[src/rtl/wb64_to_wb16_bridge.sv]
// rtl/wb64_to_wb16_bridge.sv - 64-bit to 16-bit Wishbone-style width bridge
module wb64_to_wb16_bridge (
  input  logic        clk_i,
  input  logic        reset_i,
  input  logic [63:3] s_adr_i,
  input  logic        s_cyc_i,
  input  logic        s_stb_i,
  input  logic        s_we_i,
  input  logic [7:0]  s_sel_i,
  input  logic        s_vpa_i,
  input  logic [63:0] s_dat_i,
  output logic        s_ack_o,
  output logic [63:0] s_dat_o,
  output logic [63:1] m_adr_o,
  output logic        m_cyc_o,
  output logic        m_stb_o,
  output logic        m_we_o,
  output logic [1:0]  m_sel_o,
  output logic        m_vpa_o,
  output logic [15:0] m_dat_o,
  input  logic [15:0] m_dat_i,
  input  logic        m_ack_i
);

  typedef enum logic [1:0] {
    IDLE = 2'd0,
    XFER = 2'd1,
    DONE = 2'd2
  } state_t;

  state_t      state_q, state_d;
  logic [63:3] adr_q;
  logic        we_q;
  logic        vpa_q;
  logic [7:0]  sel_q;
  logic [63:0] wdat_q;
  logic [63:0] rdat_q;
  logic [1:0]  lane_q;

  logic        req;
  logic        xfer;
  logic [7:0]  sel_rest;

  // Lowest halfword lane that has any byte enabled; 0 when none is.
  function automatic logic [1:0] first_lane(input logic [7:0] sel);
    logic [1:0] lane;
    lane = 2'd0;
    for (int k = 3; k >= 0; k--) begin
      if (sel[2*k +: 2] != 2'b00) lane = 2'(k);
    end
    return lane;
  endfunction

  assign req      = s_cyc_i & s_stb_i;
  assign xfer     = (state_q == XFER);
  // Working byte enables once the current beat is retired.
  assign sel_rest = sel_q & ~(8'b0000_0011 << {lane_q, 1'b0});

  // State register.
  always_ff @(posedge clk_i) begin
    if (reset_i) state_q <= IDLE;
    else         state_q <= state_d;
  end

  // Next-state decode; an abort wins over a coincident narrow ack.
  always_comb begin
    state_d = state_q;
    case (state_q)
      IDLE: begin
        if (req) state_d = (s_sel_i == 8'h00) ? DONE : XFER;
      end
      XFER: begin
        if (!s_cyc_i)                        state_d = IDLE;
        else if (m_ack_i && sel_rest == 8'h00) state_d = DONE;
      end
      DONE:    state_d = IDLE;
      default: state_d = IDLE;
    endcase
  end

  // Request capture and per-beat bookkeeping.
  always_ff @(posedge clk_i) begin
    if (reset_i) begin
      adr_q  <= '0;
      we_q   <= 1'b0;
      vpa_q  <= 1'b0;
      sel_q  <= '0;
      wdat_q <= '0;
      rdat_q <= '0;
      lane_q <= '0;
    end else begin
      case (state_q)
        IDLE: begin
          if (req) begin
            adr_q  <= s_adr_i;
            we_q   <= s_we_i;
            vpa_q  <= s_vpa_i;
            sel_q  <= s_sel_i;
            wdat_q <= s_dat_i;
            rdat_q <= '0;
            lane_q <= first_lane(s_sel_i);
          end
        end
        XFER: begin
          if (s_cyc_i && m_ack_i) begin
            if (!we_q) rdat_q[{lane_q, 4'b0000} +: 16] <= m_dat_i;
            sel_q  <= sel_rest;
            lane_q <= first_lane(sel_rest);
          end
        end
        default: ;
      endcase
    end
  end

  // Outputs decode registered state only; narrow fields are zero outside a beat.
  always_comb begin
    m_cyc_o = xfer;
    m_stb_o = xfer;
    m_adr_o = xfer ? {adr_q, lane_q} : 63'd0;
    m_we_o  = xfer & we_q;
    m_vpa_o = xfer & vpa_q;
    m_sel_o = xfer ? sel_q[{lane_q, 1'b0} +: 2] : 2'b00;
    m_dat_o = xfer ? wdat_q[{lane_q, 4'b0000} +: 16] : 16'h0000;
    s_ack_o = (state_q == DONE);
    s_dat_o = (state_q == DONE) ? rdat_q : 64'd0;
  end

endmodule
[config.mk]
export PLATFORM = sky130hd
export DESIGN_NAME = wb64_to_wb16_bridge
export DESIGN_NICKNAME = d
export VERILOG_FILES = /design/src/rtl/wb64_to_wb16_bridge.sv
export SDC_FILE = /design/constraint.sdc
export NUM_CORES = 1
export LEC_CHECK = 0
export ABC_AREA = 1
export CAP_MARGIN = 5
export CORE_UTILIZATION = 42
export DETAILED_ROUTE_END_ITERATION = 10
export PLACE_DENSITY = 0.73
export SYNTH_ARGS = -nofsm -noshare
export SYNTH_HDL_FRONTEND = slang
export SYNTH_SLANG_ARGS = --single-unit
[constraint.sdc]
create_clock -name clk_i -period 2.2 [get_ports clk_i]
set_clock_uncertainty 0.15 [all_clocks]
set_input_delay 0.33 -clock clk_i [delete_from_list [all_inputs] [get_ports clk_i]]
set_output_delay 0.33 -clock clk_i [all_outputs]
set_load 0.05 [all_outputs]
==> impl_metrics.ini <==
[run_status]
status = complete, but fails checks
failed_checks = negative setup slack

[grt]
grt_pass1_wl_um = 50400
first_global_vias = 9923
antenna_found_initial = 0
grt_max_degree = 112
grt_util_all_layers = 0.279
grt_overflow_total = 0

[floorplan]
die_x_um = 152
rows = 54
start_util = 0.430
coreArea_sq_um = 21900
dieArea_sq_um = 23000
pin_count = 306
die_h_um = 152

[setup_path]
cp-end-kind = output pin
cpPeakStageDelay_ns = 0.37
cp-start-kind = register
critPathLaunch = state_q[1]
crit_type = reg -> out
cp_max_fo = 8
arrival_ns = 1.78
slowest_stage = dfxtp_4
regToRegStartpoint = lane_q[0]
required_ns = 1.72
worstPathCellList = inv_6 -> nor2_4 -> clkinv_4 -> buf_12 -> buf_16 -> nor2_4 -> buf_12

[place]
dpl.hpwl_um = 21100
io_buffers = 305
place.gp.congestion = 0.889
dp.cells = 1993

[timing]
min_period_ns = 2.26
period_share = 1.03
tightest_slew_ns = 0.446
grt_setup_unrepaired = true
slew_headroom = 0.699
setup_ws_ns = -0.0578
worst_hold_slack_ns = 0.300
fmax_ghz = 0.443
setup_viol = 56
hold_viol = 0
slew_violations = 0
totalNegativeSetupSlack_ns = -1.14

[job]
drv_cap = 0

[pwr]
seqPwrFrac = 0.416
p_switching_mw = 2.81
p_sw_frac = 0.285
power.density_nw_per_um2 = 618
power_frac_comb = 0.208
p_leak_nw = 6.33
p_clk_frac = 0.376
internal-power_mw = 7.04
peakVddDrop_uv = 553

[clocking]
clk_path_buf_depth = 3
cts_root_buf = clkbuf_16
hold_buffers = 0
cts_tree = yes
clkLatencyLatePin_ns = 0.50
cts_htree_levels = 1
cts_sinks = 203
clk_pin_slew_ns = 0.06
cts_buffers = 23

[routing]
drc = 0
postRouteAntennaNets = 0
route.vias.total = 10300
drtIter0Drc = 619
via_per_inst = 5.02
routedWlPerCell_um = 15.8
drt_pass1_iterations = 5
drt-total-wl_um = 32400

[cells_and_area]
nets = 1921
n_antenna_cell = 0
fillers = 1701
fin_cells = 2052
syn_to_final_growth_pct = 69.3
drive_above_1_share = 0.203

[logic_synthesis]
synthCells = 1480
ys_seq_elements = 203
synthesis.nets = 1641
netlist_area_sq_um = 9410
yosysSeqAreaShare = 0.432
ys_warn_count = 0
synth_cell_types = 24
syn_area_per_cell_sq_um = 6.36

[worst_hold_path]
worst_hold_path_type = in -> reg
hp-start = s_dat_i[33]
==> sequential cells by signal (all words and copies together), names as in the netlist <==
name     cells
state_q      2
adr_q       61
sel_q        8
vpa_q        1
wdat_q      64
we_q         1
rdat_q      64
lane_q       2
==> synth_stat cells <==
library cell  number  area (sq um)
nor2_4             1          11.3
a31oi_1            3          18.8
ha_1               5          62.6
nand4_1            8          50.1
o21ai_1            1          5.00
clkbuf_1          53           199
buf_2             39           195
dfxtp_1          203          4060
a21oi_1           97           485
nor2_1           505          1900
o21ai_0          185           926
nand3_1           29           145
buf_4              1          7.51
clkinv_1           3          11.3
o21bai_1           1          7.51
and2_0             1          6.26
o21ai_2            1          8.76
inv_1            146           548
inv_2              3          11.3
buf_1              6          22.5
nor2_2             1          6.26
nor3b_1            3          22.5
nand2_1          182           683
nor3_1             3          15.0
==> critical path: cells and delay by family (launching register included) <==
| kind | cells | cell delay, ns |
|---|---|---|
| buffers and inverters | 5 | 0.65 |
| DFF | 1 | 0.37 |
| and+or+nand+nor | 2 | 0.25 |
==> cells by family (layout without fill, tap and decap cells) <==
kind of cell / Yosys count / after routing / synth area share
DFF: 203 / 203 / 0.432
AOI/OAI and AO/OA: 288 / 288 / 0.154
buffers and inverters: 251 / 543 / 0.106
adders and majority gates: 5 / 5 / 0.00665
and+or+nand+nor: 733 / 733 / 0.301
==> cell type report <==
class                      count  area (sq um)  area share
clock buffer                  34           637      0.0400
clock inverter                 3          68.8     0.00432
inverter                     152           584      0.0367
multi-input combinational   1026          5060       0.318
sequential                   203          4070       0.256
tap                          280           350      0.0220
timing repair buffer         354          5150       0.324
==> stage by stage <==
stage / instance area, sq um / utilization / power [mW] / setup slack, ns
floorplan: 9680 / - / 5.26 / 0.0413
global placement: 14300 / 0.653 / 5.96 / 0.182
detailed placement: 14300 / 0.653 / 6.00 / 0.159
CTS: 15800 / 0.721 / 9.85 / -0.0585
global route: 15900 / 0.727 / 10.3 / -0.121
finish: 15900 / 0.727 / 9.85 / -0.0578
==> layer usage <==
metal  wire [um]  GRT usage  vias up  share of wire
met4        1250      0.117        0          0.039
met2       16000      0.482      412           0.49
met5           0          0        -              0
li1            -          -     5134              -
met3        2530     0.0560       83          0.078
met1       12600      0.336     4663           0.39
==> layout by cell type (no fill, tap or decap), types with 2 or more instances in the layout <==
| master | count |
|---|---|
| nor2_1 | 420 |
| dfxtp_1 | 199 |
| nand2_1 | 181 |
| clkdlybuf4s50_1 | 155 |
| o21ai_0 | 152 |
| inv_1 | 145 |
| buf_12 | 144 |
| a21oi_1 | 77 |
| nor2_4 | 71 |
| nand3_1 | 27 |
| clkbuf_16 | 24 |
| buf_4 | 23 |
| o21ai_1 | 22 |
| a21oi_2 | 20 |
| buf_6 | 20 |
| nor2_2 | 16 |
| o21ai_2 | 13 |
| clkbuf_1 | 9 |
| buf_16 | 9 |
| nand4_1 | 8 |
| ha_1 | 5 |
| a31oi_1 | 3 |
| nor3b_1 | 3 |
| nor3_1 | 3 |
| inv_2 | 2 |
| clkinv_4 | 2 |
| bufinv_16 | 2 |
| clkbuf_8 | 2 |
| dfxtp_4 | 2 |
| dfxtp_2 | 2 |
==> final timing paths <==
kind / slack [ns] / depth (start not counted) / endpoint
setup / recovery: -0.06 / 7 / s_dat_o[8]
hold / removal: 0.30 / 3 / wdat_q[33]
setup reg to reg: 0.14 / 10 / rdat_q[40]
hold reg to reg: 0.30 / 2 / adr_q[63]
==> power groups by stage <==
stage	clock, mW	combinational [mW]	sequential [mW]
6_report	3.71	2.04	4.09
5_1_grt	3.93	2.26	4.12
4_1_cts	3.77	2.00	4.08
3_5_place_dp	0	1.84	4.16
3_3_place_gp	0	1.81	4.15
2_1_floorplan	0	1.13	4.13
==> timing repair <==
item,4_1_cts,5_1_grt
setup endpoints to repair,148,132
cloned,10,1
endpoints found under the hold margin,0,0
resized for setup,127,47
buffers inserted,10,2
pin swaps,17,20
No activity file was read; power rests on OpenSTA's default activity.
